$ cat config.mk
export PLATFORM = sky130hd
export DESIGN_NAME = pipe_stage_reg
export DESIGN_NICKNAME = d
export VERILOG_FILES = /design/src/rtl/pipe_stage_reg.sv
export SDC_FILE = /design/constraint.sdc
export NUM_CORES = 1
export LEC_CHECK = 0
export CAP_MARGIN = 20
export CORE_MARGIN = 8
export CORE_UTILIZATION = 41
export CTS_CLUSTER_DIAMETER = 50
export DETAILED_ROUTE_END_ITERATION = 10
export PLACE_DENSITY = 0.81
export SETUP_SLACK_MARGIN = 0.02
export SYNTH_ARGS = -nofsm -noshare
export SYNTH_HDL_FRONTEND = slang
export SYNTH_SLANG_ARGS = --single-unit
$ cat constraint.sdc
create_clock -name clk_i -period 2.46 [get_ports clk_i]
set_input_delay 0.492 -clock clk_i [delete_from_list [all_inputs] [get_ports clk_i]]
set_output_delay 0.492 -clock clk_i [all_outputs]
set_load 0.03 [all_outputs]
$ cat src/rtl/pipe_stage_reg.sv
// Parametrised inter-stage pipeline register: DEPTH slices with valid, flush, stall and a saturating stall counter.
// Optional per-slice forwarding taps are enabled with the PIPE_STAGE_REG_FWD_EN macro.
module pipe_stage_reg #(
  parameter int unsigned DATA_W = 32,
  parameter int unsigned LANES  = 2,
  parameter int unsigned CTRL_W = 2,
  parameter int unsigned RD_W   = 5,
  parameter int unsigned DEPTH  = 1,
  parameter int unsigned CNT_W  = 16
) (
  input  logic                    clk_i,
  input  logic                    rst_i,
  input  logic                    valid_i,
  input  logic [CTRL_W-1:0]       ctrl_i,
  input  logic [LANES*DATA_W-1:0] data_i,
  input  logic [RD_W-1:0]         rd_i,
  input  logic                    stall_i,
  input  logic                    flush_i,
  input  logic                    clr_cnt_i,
  output logic                    valid_o,
  output logic [CTRL_W-1:0]       ctrl_o,
  output logic [LANES*DATA_W-1:0] data_o,
  output logic [RD_W-1:0]         rd_o,
  output logic [CNT_W-1:0]        stall_cnt_o
`ifdef PIPE_STAGE_REG_FWD_EN
  ,
  output logic [DEPTH-1:0]        fwd_valid_o,
  output logic [DEPTH-1:0]        fwd_we_o,
  output logic [DEPTH*RD_W-1:0]   fwd_rd_o
`endif
);

  generate
    if (DEPTH < 1 || DEPTH > 4) begin : g_bad_depth
      $fatal(1, "pipe_stage_reg: DEPTH must be in 1..4");
    end
  endgenerate

  logic                    r_valid [DEPTH];
  logic [CTRL_W-1:0]       r_ctrl  [DEPTH];
  logic [LANES*DATA_W-1:0] r_data  [DEPTH];
  logic [RD_W-1:0]         r_rd    [DEPTH];
  logic [CNT_W-1:0]        r_cnt;

  logic                    w_src_valid [DEPTH];
  logic [CTRL_W-1:0]       w_src_ctrl  [DEPTH];
  logic [LANES*DATA_W-1:0] w_src_data  [DEPTH];
  logic [RD_W-1:0]         w_src_rd    [DEPTH];

  // Slice 0 is fed by the inputs, every later slice by its predecessor.
  always_comb begin
    w_src_valid[0] = valid_i;
    w_src_ctrl[0]  = ctrl_i;
    w_src_data[0]  = data_i;
    w_src_rd[0]    = rd_i;
    for (int unsigned k = 1; k < DEPTH; k++) begin
      w_src_valid[k] = r_valid[k-1];
      w_src_ctrl[k]  = r_ctrl[k-1];
      w_src_data[k]  = r_data[k-1];
      w_src_rd[k]    = r_rd[k-1];
    end
  end

  always_ff @(posedge clk_i or negedge rst_i) begin
    if (!rst_i) begin
      for (int unsigned k = 0; k < DEPTH; k++) begin
        r_valid[k] <= 1'b0;
        r_ctrl[k]  <= '0;
        r_data[k]  <= '0;
        r_rd[k]    <= '0;
      end
    end else if (flush_i) begin
      for (int unsigned k = 0; k < DEPTH; k++) begin
        r_valid[k] <= 1'b0;
        r_ctrl[k]  <= '0;
      end
    end else if (!stall_i) begin
      // Bubbles keep their stale data/rd to avoid toggling the wide datapath.
      for (int unsigned k = 0; k < DEPTH; k++) begin
        r_valid[k] <= w_src_valid[k];
        if (w_src_valid[k]) begin
          r_ctrl[k] <= w_src_ctrl[k];
          r_data[k] <= w_src_data[k];
          r_rd[k]   <= w_src_rd[k];
        end else begin
          r_ctrl[k] <= '0;
        end
      end
    end
  end

  always_ff @(posedge clk_i or negedge rst_i) begin
    if (!rst_i) begin
      r_cnt <= '0;
    end else if (clr_cnt_i) begin
      r_cnt <= '0;
    end else if (stall_i && !flush_i && (r_cnt != '1)) begin
      r_cnt <= r_cnt + CNT_W'(1);
    end
  end

  assign valid_o     = r_valid[DEPTH-1];
  assign ctrl_o      = r_ctrl[DEPTH-1] & {CTRL_W{r_valid[DEPTH-1]}};
  assign data_o      = r_data[DEPTH-1];
  assign rd_o        = r_rd[DEPTH-1];
  assign stall_cnt_o = r_cnt;

`ifdef PIPE_STAGE_REG_FWD_EN
  always_comb begin
    fwd_valid_o = '0;
    fwd_we_o    = '0;
    fwd_rd_o    = '0;
    for (int unsigned k = 0; k < DEPTH; k++) begin
      fwd_valid_o[k]            = r_valid[k];
      fwd_we_o[k]               = r_valid[k] & r_ctrl[k][0];
      fwd_rd_o[k*RD_W +: RD_W]  = r_rd[k];
    end
  end
`endif

endmodule

==> metrics.txt, run 1 <==
post-CTS setup buffers=0; multiplexer area fraction after synthesis=0.221; post-cts resize count=0; RSZ-0062 raised after global routing=false; Routability Congestion=0.839; Yosys cell types=34; synthesized instance count=254; Detailed Place HPWL=7.48 mm; Clock Power Share=0.255; clk_lat worst skew=330 ps; Final TNS setup=0 ps; asr flop ratio synth=1.00; skew final=7.70 ps; # port buffers=164; cts bufs inserted=9; Synth Area in Adders=0.00351; Required @ worst endpoint=1970 ps; Vias=2,720; Nets=503; clock sink count=88; synth warn=0; Root Driver=clkbuf_8; core area=8590 sq um; row count=34; combinational power share=0.321; WL final=9.66 mm; Slew Limit Headroom=0.577; Hold Violations, Final=0; Pleak=2.24 nW; simple-gate share of the synthesized area=0.0785; Congestion Overflow GR=0; first-pass GRT wire length=15.2 mm; clk slew on worst S/H paths=90 ps; endpoint class of the critical path=output port; hold buffer count at cts=0; PD cells=752 nW/um^2; sw frac=0.312; detailed-route DRC error count=0; # IOs=165; TritonRoute pass-1 iters=4; 1st-iter DRT viols=55; antenna fix cells=0; Int Pwr=2.89 mW; R2R setup slack=370 ps; CTS tree=done; Hold Path Class=input port to async pin; Longest Clk Path Bufs=2; sequential group share of total power=0.424; maximum clock rate=476 MHz; Final setup viols=0; CP Max Fanout=4; Final Cycle Share=0.854; synthesis-to-layout area growth=56.3%; EDFF count, synth=0; Final Critical Period=2100 ps; register bit total from synthesis=88; Final Max Slew Viols=0; largest net degree at the start of global routing=49; initial antenna violation count=0; post-synth top area share=0.617; Mapped Area=3570 sq um; full die area=11,900 sq um; post-route ant nets=0; DR WL/cell=17.9 um; CTS HTree Levels=3; Die X=109 um; Post-Syn Nets=332; top_reg_cell synth=dfrtp_1; Switching Power=1.31 mW; via density per instance=5.06; initial core utilization=0.415; Tot Pwr=4.19 mW; Die Ht=109 um; slew at the pin closest to its max-slew limit=628 ps; vias in the first global route=3,046; maximum vdd drop=0.461 mV; critical path launch point type=register; worst r2r path cells=5; post-synthesis sequential area ratio=0.617; Worst Path Arrival=1610 ps; Synth area leaders=dfrtp_1 (62%), mux2_2 (22%), a21oi_1 (2.4%), o31ai_1 (1.7%), or4_1 (1.7%); compound-cell area share of the yosys netlist=0.0579; post-synth top area cell=dfrtp_1; layout cell share with drive strength beyond 1=0.228; syn_area_per_cell=14.0 sq um; Max Cap Viol=0; post-synthesis xor/xnor area fraction=0.00245; largest family of logic cells by synthesized area=multiplexers; status=finished, final reports clean; CP Class=register to output port; aggregate global-route resource usage=0.160
-- worst paths after layout --
check	startpoint	to
max	valid_o	ctrl_o[0]
min	rst_i	stall_cnt_o[15]
max reg2reg	stall_cnt_o[8]	stall_cnt_o[1]
min reg2reg	data_o[4]	data_o[4]
max in group asynchronous	rst_i	data_o[1]
min in group clk_i	data_o[4]	data_o[4]
-- per-layer routing --
| metal | global-route usage | part of all wire | vias to the layer above |
|---|---|---|---|
| met5 | 0 | 0 | - |
| met3 | 0.0627 | 0.10 | 18 |
| met2 | 0.284 | 0.52 | 109 |
| met4 | 0.0627 | 0.023 | 0 |
| li1 | - | - | 1269 |
| met1 | 0.167 | 0.36 | 1324 |
-- metrics by stage --
step                setup slack, ps  utilization  cell area, sq um  instances  hold slack, ps
floorplan                       436            -              3570        254             196
global placement                122        0.624              5360        522             383
detailed placement             92.9        0.624              5360        522             389
CTS                             339        0.649              5580        538            11.4
global route                    141        0.649              5580        538            18.3
finish                          358        0.649              5580        538            18.3
-- Yosys cell counts, drive strengths merged, types with 2 or more instances --
master / instances
dfrtp: 88
mux2: 69
a21oi: 17
nand2: 9
or4: 9
nor2: 8
o31ai: 8
clkbuf: 6
buf: 5
nand4: 5
o21ai: 5
or3: 5
and2: 3
inv: 2
nand3: 2
-- power by group through the flow --
stage | combinational [mW] | clock [mW] | sequential (mW)
final | 1.34 | 1.07 | 1.78
after global routing | 1.41 | 1.15 | 1.81
after CTS | 1.37 | 1.10 | 1.78
after detailed placement | 1.36 | 0 | 1.81
after global placement | 1.34 | 0 | 1.79
after floorplan | 0.234 | 0 | 2.24
-- cell usage in the layout (no fill, tap or decap), types with 2 or more instances in the layout --
cell and n:
clkdlybuf4s50_1 163, dfrtp_1 88, mux2_2 69, a21oi_1 17, nand2_1 9, clkbuf_8 9, or4_1 8, o31ai_1 8
nor2_1 7, buf_4 6, o21ai_0 5, nand4_1 4, or3_1 4, and2_1 3, inv_1 2, nand3_1 2
bufinv_16 2, clkbuf_1 2, buf_12 2
-- sequential cells by signal, indices dropped and copies added (netlist names) --
| signal | flops |
|---|---|
| data_o | 64 |
| stall_cnt_o | 16 |
| valid_o | 1 |
| rd_o | 5 |
| r_ctrl | 2 |
-- cells by family (layout without fill, tap and decap cells) --
kind of cell,count (synthesis),after routing
XOR/XNOR,1,1
multiplexers,70,70
AO/OA/AOI/OAI,33,33
buffers and inverters,13,189
AND/OR/NAND/NOR,48,48
flip-flops,88,88
adder cells (fa/ha/maj),1,1
-- final cells by class --
type	instances	area [sq um]
tap	108	135
multi-input combinational	153	1300
clock buffer	11	131
fill	674	3020
inverter	2	7.51
timing repair buffer	171	1720
clock inverter	5	81.3
sequential	88	2200
-- critical path, stage by stage (launching register included) --
cell	delay, ps
dfrtp_1	420
and2_1	180
clkdlybuf4s50_1	680
(Power assumes the default switching activity.)
==> run 2, diff against run 1 <==
==> constraint.sdc (replaced) <==
create_clock -name clk_i -period 2.4 [get_ports clk_i]
set_input_delay 0.48 -clock clk_i [delete_from_list [all_inputs] [get_ports clk_i]]
set_output_delay 0.48 -clock clk_i [all_outputs]
set_load 0.03 [all_outputs]
==> run 2 against run 1 <==
  * Combinational power up 3%
  * Global-route usage down 0.26 points
  * Critical endpoint is now stall_cnt_o[1]
  * Critical path depth up 4
  * Sequential share of layout area down 0.20 points
  * Clock power about the same
  * Clock skew down 2.8 ps
  * Die area unchanged
  * Register-to-register slack worse by 50 ps
  * Highest routed layer unchanged
  * Total power up 1.2%
  * Clock-buffer cell count unchanged
  * Sequential power up 2%
  * Flip-flop and latch count unchanged
==> metrics.txt, run 2 (synthesis results as in run 1) <==
WL final=9.45 mm; Die X=109 um; post-route ant nets=0; met3 usage=0.0639; Detailed Place HPWL=7.33 mm; initial antenna violation count=0; Routability Congestion=0.815; post-CTS setup buffers=0; first-pass GRT wire length=14.6 mm; Pleak=2.25 nW; non-filler cells, final=540; slowest cell on the critical path=o41ai_4; Congestion Overflow GR=0; Worst path max stage delay=590 ps; Setup WS post-layout=322 ps; Layout fillers=677; clock sink count=88; cts bufs inserted=9; Vias=2,726; GR peak layer=met2; critical path launch point type=register; 1st-iter DRT viols=43; cell mode on critical path=buf_4; DR WL/cell=17.5 um; Worst Path Arrival=2290 ps; CP Max Fanout=14; CTS HTree Levels=3; endpoint class of the critical path=register; vias in the first global route=2,862; maximum vdd drop=0.432 mV; Hold Violations, Final=0; Required @ worst endpoint=2610 ps; CTS tree=done; max reg flops=64; layout cell share with drive strength beyond 1=0.234; aggregate global-route resource usage=0.157; detailed-route DRC error count=0; multi-input logic area=1310 sq um; PD cells=757 nW/um^2; Final TNS setup=0 ps; row count=34; skew final=4.89 ps; Die Ht=109 um; Max Cap Viol=0; Critical Path, Cell by Cell=nand4_1 -> o41ai_4 -> buf_4 -> buf_4 -> mux2i_1 -> nor2_1; status=finished, final reports clean; clk_lat worst skew=340 ps; CP Class=register to register; initial core utilization=0.415; cell family with most CP delay=compound AO/OA/AOI/OAI gates; Longest Clk Path Bufs=2; GR Layer Usage met2=0.274; slew at the pin closest to its max-slew limit=552 ps; commonest non-fill, non-tap cell in the layout=clkdlybuf4s50_1; GR Util met1=0.165; clk slew on worst S/H paths=80 ps; # port buffers=164; Final Critical Period=2080 ps; Hold Path Class=register to register; FF+latch area=2200 sq um; TritonRoute pass-1 iters=4; largest net degree at the start of global routing=49; synthesis-to-layout area growth=57.1%; core area=8590 sq um; worst slack, placed=20.5 ps; dpl cells=524; Final Max Slew Viols=0; maximum clock rate=481 MHz; antenna fix cells=0; CP bufs+invs=2; Slew Limit Headroom=0.631; RSZ-0062 raised after global routing=false; Final Cycle Share=0.866; Root Driver=clkbuf_8; via density per instance=5.05; # IOs=165; Tot Pwr=4.24 mW; full die area=11,900 sq um; Nets=506; Final setup viols=0; commonest non-fill, non-tap cells in the layout=clkdlybuf4s50_1 (163), dfrtp_1 (88), mux2_2 (69)
-- run 2: repair_timing --
action,CTS,global route
endpoints found under the hold margin,16,0
gates resized for setup,0,1
hold buffers,1,0
setup endpoints to repair,0,2
-- run 2: metrics by stage --
| stage | hold slack (ps) | utilization | instance area [sq um] |
|---|---|---|---|
| 5_1_grt | 523 | 0.652 | 5610 |
| 4_1_cts | 514 | 0.651 | 5590 |
| 3_5_place_dp | 371 | 0.626 | 5380 |
| 6_report | 510 | 0.652 | 5610 |
| 2_1_floorplan | 184 | - | 3570 |
| 3_3_place_gp | 371 | 0.626 | 5380 |
-- run 2: area by class of cell --
cell class	count	share of cell area
clock buffer	11	0.0270
sequential	88	0.393
multi-input combinational	153	0.234
clock inverter	4	0.00960
inverter	2	0.00134
tap	108	0.0241
timing repair buffer	174	0.311
-- run 2: per-layer routing --
metal | vias up | routed length (um)
met3 | 12 | 998
met2 | 91 | 4960
met4 | 0 | 165
met1 | 1350 | 3330
met5 | - | 0
li1 | 1273 | -
-- run 2: path summary, 6_finish.rpt --
check | start | endpoint | slack [ps] | depth (start not counted)
setup / recovery | stall_cnt_o[9] | stall_cnt_o[1] | 320 | 6
setup reg to reg | stall_cnt_o[9] | stall_cnt_o[1] | 320 | 6
hold / removal | data_o[56] | data_o[56] | 510 | 1
max in group asynchronous | rst_i | data_o[29] | 1130 | 3
min in group asynchronous | rst_i | data_o[2] | 540 | 2
hold reg to reg | data_o[56] | data_o[56] | 510 | 1
-- run 2: report_power, final --
| group | internal (mW) | total [mW] | switching [mW] |
|---|---|---|---|
| combinational | 0.667 | 1.38 | 0.714 |
| clock | 0.534 | 1.04 | 0.509 |
| sequential | 1.71 | 1.82 | 0.113 |
==> run 3, diff against run 2 <==
--- a/config.mk
+++ b/config.mk
@@ -9,6 +9,7 @@
 export CORE_MARGIN = 8
 export CORE_UTILIZATION = 41
 export CTS_CLUSTER_DIAMETER = 50
+export CTS_CLUSTER_SIZE = 24
 export DETAILED_ROUTE_END_ITERATION = 10
 export PLACE_DENSITY = 0.81
 export SETUP_SLACK_MARGIN = 0.02
==> results of run 3 <==
The final DEF is identical to that of run 2; final timing and power are the same.
